### src/rtl/stopwatch_pkg.sv
// Shared types, encodings and packed-BCD helpers for the stopwatch core.
package stopwatch_pkg;

    localparam int unsigned BcdW = 4;

    localparam logic SelMin = 1'b0;
    localparam logic SelSec = 1'b1;

    typedef logic [2*BcdW-1:0] bcd2_t;

    typedef enum logic [1:0] {
        ModePause  = 2'd0,
        ModeRun    = 2'd1,
        ModeAdjust = 2'd2
    } mode_e;

    localparam bcd2_t SecMax = 8'h59;

    function automatic bcd2_t to_bcd2(input int unsigned v);
        return {BcdW'(v / 10), BcdW'(v % 10)};
    endfunction

    // Increment with wrap to 00 once max_v is reached.
    function automatic bcd2_t bcd_inc(input bcd2_t v, input bcd2_t max_v);
        if (v == max_v) begin
            return '0;
        end
        if (v[BcdW-1:0] == 4'd9) begin
            return {v[2*BcdW-1:BcdW] + 4'd1, 4'd0};
        end
        return {v[2*BcdW-1:BcdW], v[BcdW-1:0] + 4'd1};
    endfunction

    // Decrement with wrap from 00 to max_v.
    function automatic bcd2_t bcd_dec(input bcd2_t v, input bcd2_t max_v);
        if (v == '0) begin
            return max_v;
        end
        if (v[BcdW-1:0] == 4'd0) begin
            return {v[2*BcdW-1:BcdW] - 4'd1, 4'd9};
        end
        return {v[2*BcdW-1:BcdW], v[BcdW-1:0] - 4'd1};
    endfunction

endpackage

### src/rtl/tick_divider.sv
// Free-running divider: one-cycle tick_o every DIV clocks, cleared by rst_i.
module tick_divider #(
    parameter int unsigned DIV = 2
) (
    input  logic clk_i,
    input  logic rst_i,
    output logic tick_o
);

    localparam int unsigned CntW = (DIV > 1) ? $clog2(DIV) : 1;
    localparam logic [CntW-1:0] CntMax = CntW'(DIV - 1);

    logic [CntW-1:0] cnt_q, cnt_d;

    assign tick_o = (cnt_q == CntMax);

    always_comb begin
        cnt_d = tick_o ? '0 : cnt_q + CntW'(1);
    end

    always_ff @(posedge clk_i) begin
        if (rst_i) begin
            cnt_q <= '0;
        end else begin
            cnt_q <= cnt_d;
        end
    end

endmodule

### src/rtl/stopwatch_core.sv
// Stopwatch core: BCD mm:ss up/down counter with adjust, lap freeze and blink.
module stopwatch_core
    import stopwatch_pkg::*;
#(
    parameter int unsigned CLK_HZ   = 100000000,
    parameter int unsigned ADJ_HZ   = 2,
    parameter int unsigned BLINK_HZ = 4,
    parameter int unsigned MIN_MAX  = 59
) (
    input  logic       clk_i,
    input  logic       btnr_i,
    input  logic       pause_pulse_i,
    input  logic       lap_pulse_i,
    input  logic       adj_i,
    input  logic       sel_i,
    input  logic       dir_i,
    output logic [7:0] disp_min_o,
    output logic [7:0] disp_sec_o,
    output logic       running_o,
    output logic       lap_active_o,
    output logic       blink_o,
    output logic       done_o
);

    localparam bcd2_t MinMax = to_bcd2(MIN_MAX);

    logic tick_1hz, tick_adj, tick_blink;

    tick_divider #(.DIV(CLK_HZ)) u_div_1hz (
        .clk_i (clk_i),
        .rst_i (btnr_i),
        .tick_o(tick_1hz)
    );

    tick_divider #(.DIV(CLK_HZ / ADJ_HZ)) u_div_adj (
        .clk_i (clk_i),
        .rst_i (btnr_i),
        .tick_o(tick_adj)
    );

    tick_divider #(.DIV(CLK_HZ / (2 * BLINK_HZ))) u_div_blink (
        .clk_i (clk_i),
        .rst_i (btnr_i),
        .tick_o(tick_blink)
    );

    bcd2_t min_q, min_d, sec_q, sec_d;
    bcd2_t lap_min_q, lap_min_d, lap_sec_q, lap_sec_d;
    bcd2_t disp_min_q, disp_min_d, disp_sec_q, disp_sec_d;
    logic  running_q, running_d, lap_active_q, lap_active_d;
    logic  blink_q, blink_d, done_q, done_d;
    mode_e mode;

    always_comb begin
        if (adj_i) begin
            mode = ModeAdjust;
        end else if (running_q) begin
            mode = ModeRun;
        end else begin
            mode = ModePause;
        end
    end

    // running_q is left untouched in adjust, so leaving adjust restores it implicitly.
    always_comb begin
        min_d        = min_q;
        sec_d        = sec_q;
        running_d    = running_q;
        blink_d      = 1'b1;
        done_d       = 1'b0;
        lap_active_d = lap_active_q ^ lap_pulse_i;
        lap_min_d    = lap_min_q;
        lap_sec_d    = lap_sec_q;
        if (lap_pulse_i && !lap_active_q) begin
            lap_min_d = min_q;
            lap_sec_d = sec_q;
        end
        unique case (mode)
            ModeAdjust: begin
                blink_d = tick_blink ? ~blink_q : blink_q;
                if (tick_adj) begin
                    unique case (sel_i)
                        SelMin: min_d = bcd_inc(min_q, MinMax);
                        SelSec: sec_d = bcd_inc(sec_q, SecMax);
                        default: ;
                    endcase
                end
            end
            ModeRun: begin
                running_d = ~pause_pulse_i;
                if (tick_1hz) begin
                    if (!dir_i) begin
                        sec_d = bcd_inc(sec_q, SecMax);
                        if (sec_q == SecMax) begin
                            min_d = bcd_inc(min_q, MinMax);
                        end
                    end else if (min_q != '0 || sec_q != '0) begin
                        sec_d = bcd_dec(sec_q, SecMax);
                        if (sec_q == '0) begin
                            min_d = bcd_dec(min_q, MinMax);
                        end
                        if (min_q == '0 && sec_q == 8'h01) begin
                            done_d    = 1'b1;
                            running_d = 1'b0;
                        end
                    end
                end
            end
            ModePause: running_d = pause_pulse_i;
            default: ;
        endcase
        disp_min_d = lap_active_q ? lap_min_q : min_q;
        disp_sec_d = lap_active_q ? lap_sec_q : sec_q;
    end

    always_ff @(posedge clk_i) begin
        if (btnr_i) begin
            min_q        <= '0;
            sec_q        <= '0;
            lap_min_q    <= '0;
            lap_sec_q    <= '0;
            disp_min_q   <= '0;
            disp_sec_q   <= '0;
            running_q    <= 1'b0;
            lap_active_q <= 1'b0;
            blink_q      <= 1'b1;
            done_q       <= 1'b0;
        end else begin
            min_q        <= min_d;
            sec_q        <= sec_d;
            lap_min_q    <= lap_min_d;
            lap_sec_q    <= lap_sec_d;
            disp_min_q   <= disp_min_d;
            disp_sec_q   <= disp_sec_d;
            running_q    <= running_d;
            lap_active_q <= lap_active_d;
            blink_q      <= blink_d;
            done_q       <= done_d;
        end
    end

    assign disp_min_o   = disp_min_q;
    assign disp_sec_o   = disp_sec_q;
    assign running_o    = running_q;
    assign lap_active_o = lap_active_q;
    assign blink_o      = blink_q;
    assign done_o       = done_q;

endmodule
### config.mk
export PLATFORM = sky130hd
export DESIGN_NAME = stopwatch_core
export DESIGN_NICKNAME = d
export VERILOG_FILES = /design/src/rtl/stopwatch_pkg.sv /design/src/rtl/tick_divider.sv /design/src/rtl/stopwatch_core.sv
export SDC_FILE = /design/constraint.sdc
export NUM_CORES = 1
export LEC_CHECK = 0
export ABC_AREA = 0
export BUFFER_PORTS_ARGS = -buffer_cell sky130_fd_sc_hd__buf_4
export CORE_MARGIN = 4
export CORE_UTILIZATION = 60
export DETAILED_ROUTE_END_ITERATION = 12
export HOLD_SLACK_MARGIN = 0.05
export PLACE_DENSITY = 0.78
export SYNTH_ARGS = -nofsm -noshare
export SYNTH_HDL_FRONTEND = slang
export SYNTH_HIERARCHICAL = 1
export SYNTH_SLANG_ARGS = --single-unit
export TNS_END_PERCENT = 30
### constraint.sdc
create_clock -name clk_i -period 4.52 [get_ports clk_i]
set_input_delay 0.226 -clock clk_i [delete_from_list [all_inputs] [get_ports clk_i]]
set_output_delay 0.226 -clock clk_i [all_outputs]
set_load 0.005 [all_outputs]
==> flow_summary.yaml <==
pwr:
  p_comb_share_pct: 3.3
  netSwitchingPower_w: 0.000520
  internal_power_w: 0.00207
  p_sw_share_pct: 20.1
  ir_worst_vdd_v: 0.000210
  p_seq_share_pct: 45.0
  power_density_mw_per_mm2: 354
  leakage_nw: 2.53
  p_clk_share_pct: 51.7
synthesis:
  synth-seq-cells: 129
  netlist_instances: 744
  ys.flop_type: "dfxtp_1"
  async_flop_share_pct: 0
  synth_edf_count: 0
  synth-seq-area-share_pct: 39.7
  yosysWarnings: 6
  synth_fp_nets: 767
  ys_types: 81
  avgSynthCellArea_um2: 8.73
  syn_area_mm2: 0.00650
timing:
  setup_viol: 0
  worstMarginPinSlew_ps: 1000
  setup_ws_ps: 1520
  skew_ps: 7.31
  tns_ps: 0
  period_minus_slack_ps: 3000
  hold_viol: 0
  max_freq_mhz: 334
  period_share_pct: 66.3
  finalMaxSlewViolations: 0
  slew_headroom_pct: 33.2
  rsz0062_at_grt: "no"
layout:
  nFillCells: 817
  fin_nets: 778
  layout_commonest_cell: "dfxtp_1"
  fin_cells: 901
  drive_gt1_share_pct: 11.8
  layout_common_cells: "dfxtp_1, nor2_1, nand2_1"
  syn2layout_area_growth_pct: 12.4
  num_antenna_cells: 0
detailed_routing:
  first_pass_iters: 5
  ant_nets: 0
  totalWireLength_mm: 14.1
  vias: 5602
  viasPerCell: 6.22
  drt_iter0_markers: 352
  wl_per_cell_um: 15.7
  drc_errors: 0
worst_setup_path:
  cp.required_ps: 4920
  worstReg2RegStart: "u_div_adj/cnt_q[0]$_SDFF_PP0_"
  max_stage_delay_ps: 720
  regToRegSetupSlack_ps: 1520
  crit_path_end_kind: "flip-flop"
  path_class: "reg2reg"
  crit_path_cell_trace: "ha_1, nand4_1, or4b_2, nor3_1, a22o_1, a21boi_1, buf_4, nand3_1, o221a_1"
  ff2ff_path_depth: 9
  slowest_stage: "or4b_2"
  arrival_ps: 3390
  path_max_fanout: 11
  start_kind: "flip-flop"
  r2r-end: "min_q[6]$_SDFFE_PP0P_"
worst_hold_path:
  hold_start: "dir_i"
  hp-class: "in2reg"
  hold_end: "done_o$_SDFF_PP0_"
  hold_depth: 4
die:
  design.die.area_mm2: 0.0126
  num_io_pins: 27
  initial_core_util_pct: 62.4
  die_w_um: 112
  core_area_mm2: 0.0104
  die_h_um: 112
  rows: 37
place:
  place_ws_ps: 1570
  placed_cells: 869
  io_buffer_count: 26
  hpwl_mm: 9.43
  gp_congestion: 0.901
clock_tree:
  cts_root_buffer: "clkbuf_8"
  clk_latency_ps: 510
  clock-sinks: 129
  cts_resized: 0
  cts_tree: "done"
  htree_num_levels: 4
  cts_inserted_buffers: 17
  clk_pin_slew_ps: 50
  clock_path_buffers: 2
  postCtsSetupBuffers: 0
  cts_hold_buf: 3
grt:
  grt_pass1_wl_mm: 24.5
  grt_remaining_overflow: 0
  track_usage_pct: 23.1
  grt_pass1_vias: 5225
  grt_max_degree: 61
  antenna_found_initial: 0
job:
  drv_cap: 0
run_status:
  status: "complete, no violations"
==> sequential cells by signal (all words and copies together) (netlist names), 8 cells and up <==
name,count
u_div_1hz/cnt_q,27
lap_sec_q,8
disp_min_o,8
disp_sec_o,8
lap_min_q,8
u_div_blink/cnt_q,24
min_q,8
u_div_adj/cnt_q,26
sec_q,8
==> power by group through the flow <==
| stage | clock network, W | registers (W) | logic (W) |
|---|---|---|---|
| final | 0.00134 | 0.00116 | 0.0000852 |
| after global placement | 0 | 0.00119 | 0.0000803 |
| after floorplan | 0 | 0.00118 | 0.0000707 |
| after global routing | 0.00143 | 0.00117 | 0.0000939 |
| after detailed placement | 0 | 0.00119 | 0.0000831 |
| after CTS | 0.00137 | 0.00116 | 0.0000851 |
==> worst max path at each step <==
stage / from / to / depth (start not counted) / slack, ps
6_report: u_div_adj/cnt_q[0]$_SDFF_PP0_ / min_q[6]$_SDFFE_PP0P_ / 9 / 1520
5_1_grt: u_div_adj/cnt_q[0]$_SDFF_PP0_ / min_q[6]$_SDFFE_PP0P_ / 9 / 1340
3_5_place_dp: u_div_adj/cnt_q[0]$_SDFF_PP0_ / min_q[6]$_SDFFE_PP0P_ / 9 / 1570
2_1_floorplan: u_div_adj/cnt_q[0]$_SDFF_PP0_ / min_q[6]$_SDFFE_PP0P_ / 9 / 1780
3_3_place_gp: u_div_adj/cnt_q[0]$_SDFF_PP0_ / min_q[6]$_SDFFE_PP0P_ / 9 / 1650
4_1_cts: u_div_adj/cnt_q[0]$_SDFF_PP0_ / min_q[6]$_SDFFE_PP0P_ / 9 / 1560
==> worst max-delay path, delay by kind of cell, from the launching register on <==
| kind | cells | cell delay, ps |
|---|---|---|
| compound gates | 3 | 760 |
| fa+ha+maj | 1 | 240 |
| buf+inv | 1 | 190 |
| flops | 1 | 380 |
| simple gates | 4 | 1310 |
==> stage by stage <==
stage / hold slack [ps] / cell area [um2] / utilization [%] / total power [W]
final: 173 / 7310 / 70.1 / 0.00259
after global routing: 154 / 7310 / 70.1 / 0.00269
after global placement: 454 / 6690 / 64.3 / 0.00127
after CTS: 142 / 7310 / 70.1 / 0.00261
after floorplan: 298 / 6500 / - / 0.00125
after detailed placement: 463 / 6690 / 64.3 / 0.00127
==> metal layers <==
layer / GRT usage, % / share of wire [%] / vias to the layer above
met5: 0 / 0 / -
met4: 7.61 / 1.4 / 0
met3: 5.18 / 5.7 / 23
met2: 38.0 / 48 / 189
met1: 30.2 / 45 / 2645
li1: - / - / 2745
==> layout make-up <==
cell class	count	area [um2]	share of cell area, %
clock buffer	23	477	6.53
clock inverter	6	105	1.44
inverter	26	97.6	1.34
multi-input combinational	550	3630	49.7
sequential	129	2580	35.3
tap	136	170	2.33
timing repair buffer	31	240	3.29
==> cell usage after synthesis, drive strengths merged (3+ instances only) <==
cell type  count  area share, %
nand4         26            2.8
dfxtp        129             40
mux2i         36            5.5
and3          12            1.2
o21ai         26            2.2
nor3b          4           0.46
ha            16            3.1
o221a          3           0.52
o41ai          3           0.52
a21oi         44            3.5
nor4b          3           0.40
nand3b         5           0.58
or2            3           0.29
nor4          11            1.1
nand4b         4           0.54
nor3          20            1.5
xor2          17            2.3
a31o           3           0.40
a22o           3           0.40
a31oi          4           0.39
a311oi         6           0.90
clkbuf        25            1.5
nand3         33            2.8
buf           14            1.3
or3b           4           0.58
or4           21            2.7
o31ai         15            1.9
xnor2         22            3.0
or3           14            1.4
nor2          96            5.6
inv           26            1.5
and4           8            1.1
a211oi         5           0.65
nand2         49            2.8
==> cell families after synthesis <==
family	Yosys count	share of synthesized area (%)
buf+inv	65	4.33
xor+xnor	39	5.26
flops	129	39.7
fa+ha+maj	16	3.08
compound gates	135	14.8
mux	36	5.55
simple gates	324	27.2
Note: power is estimated with default switching activity, not from simulation.
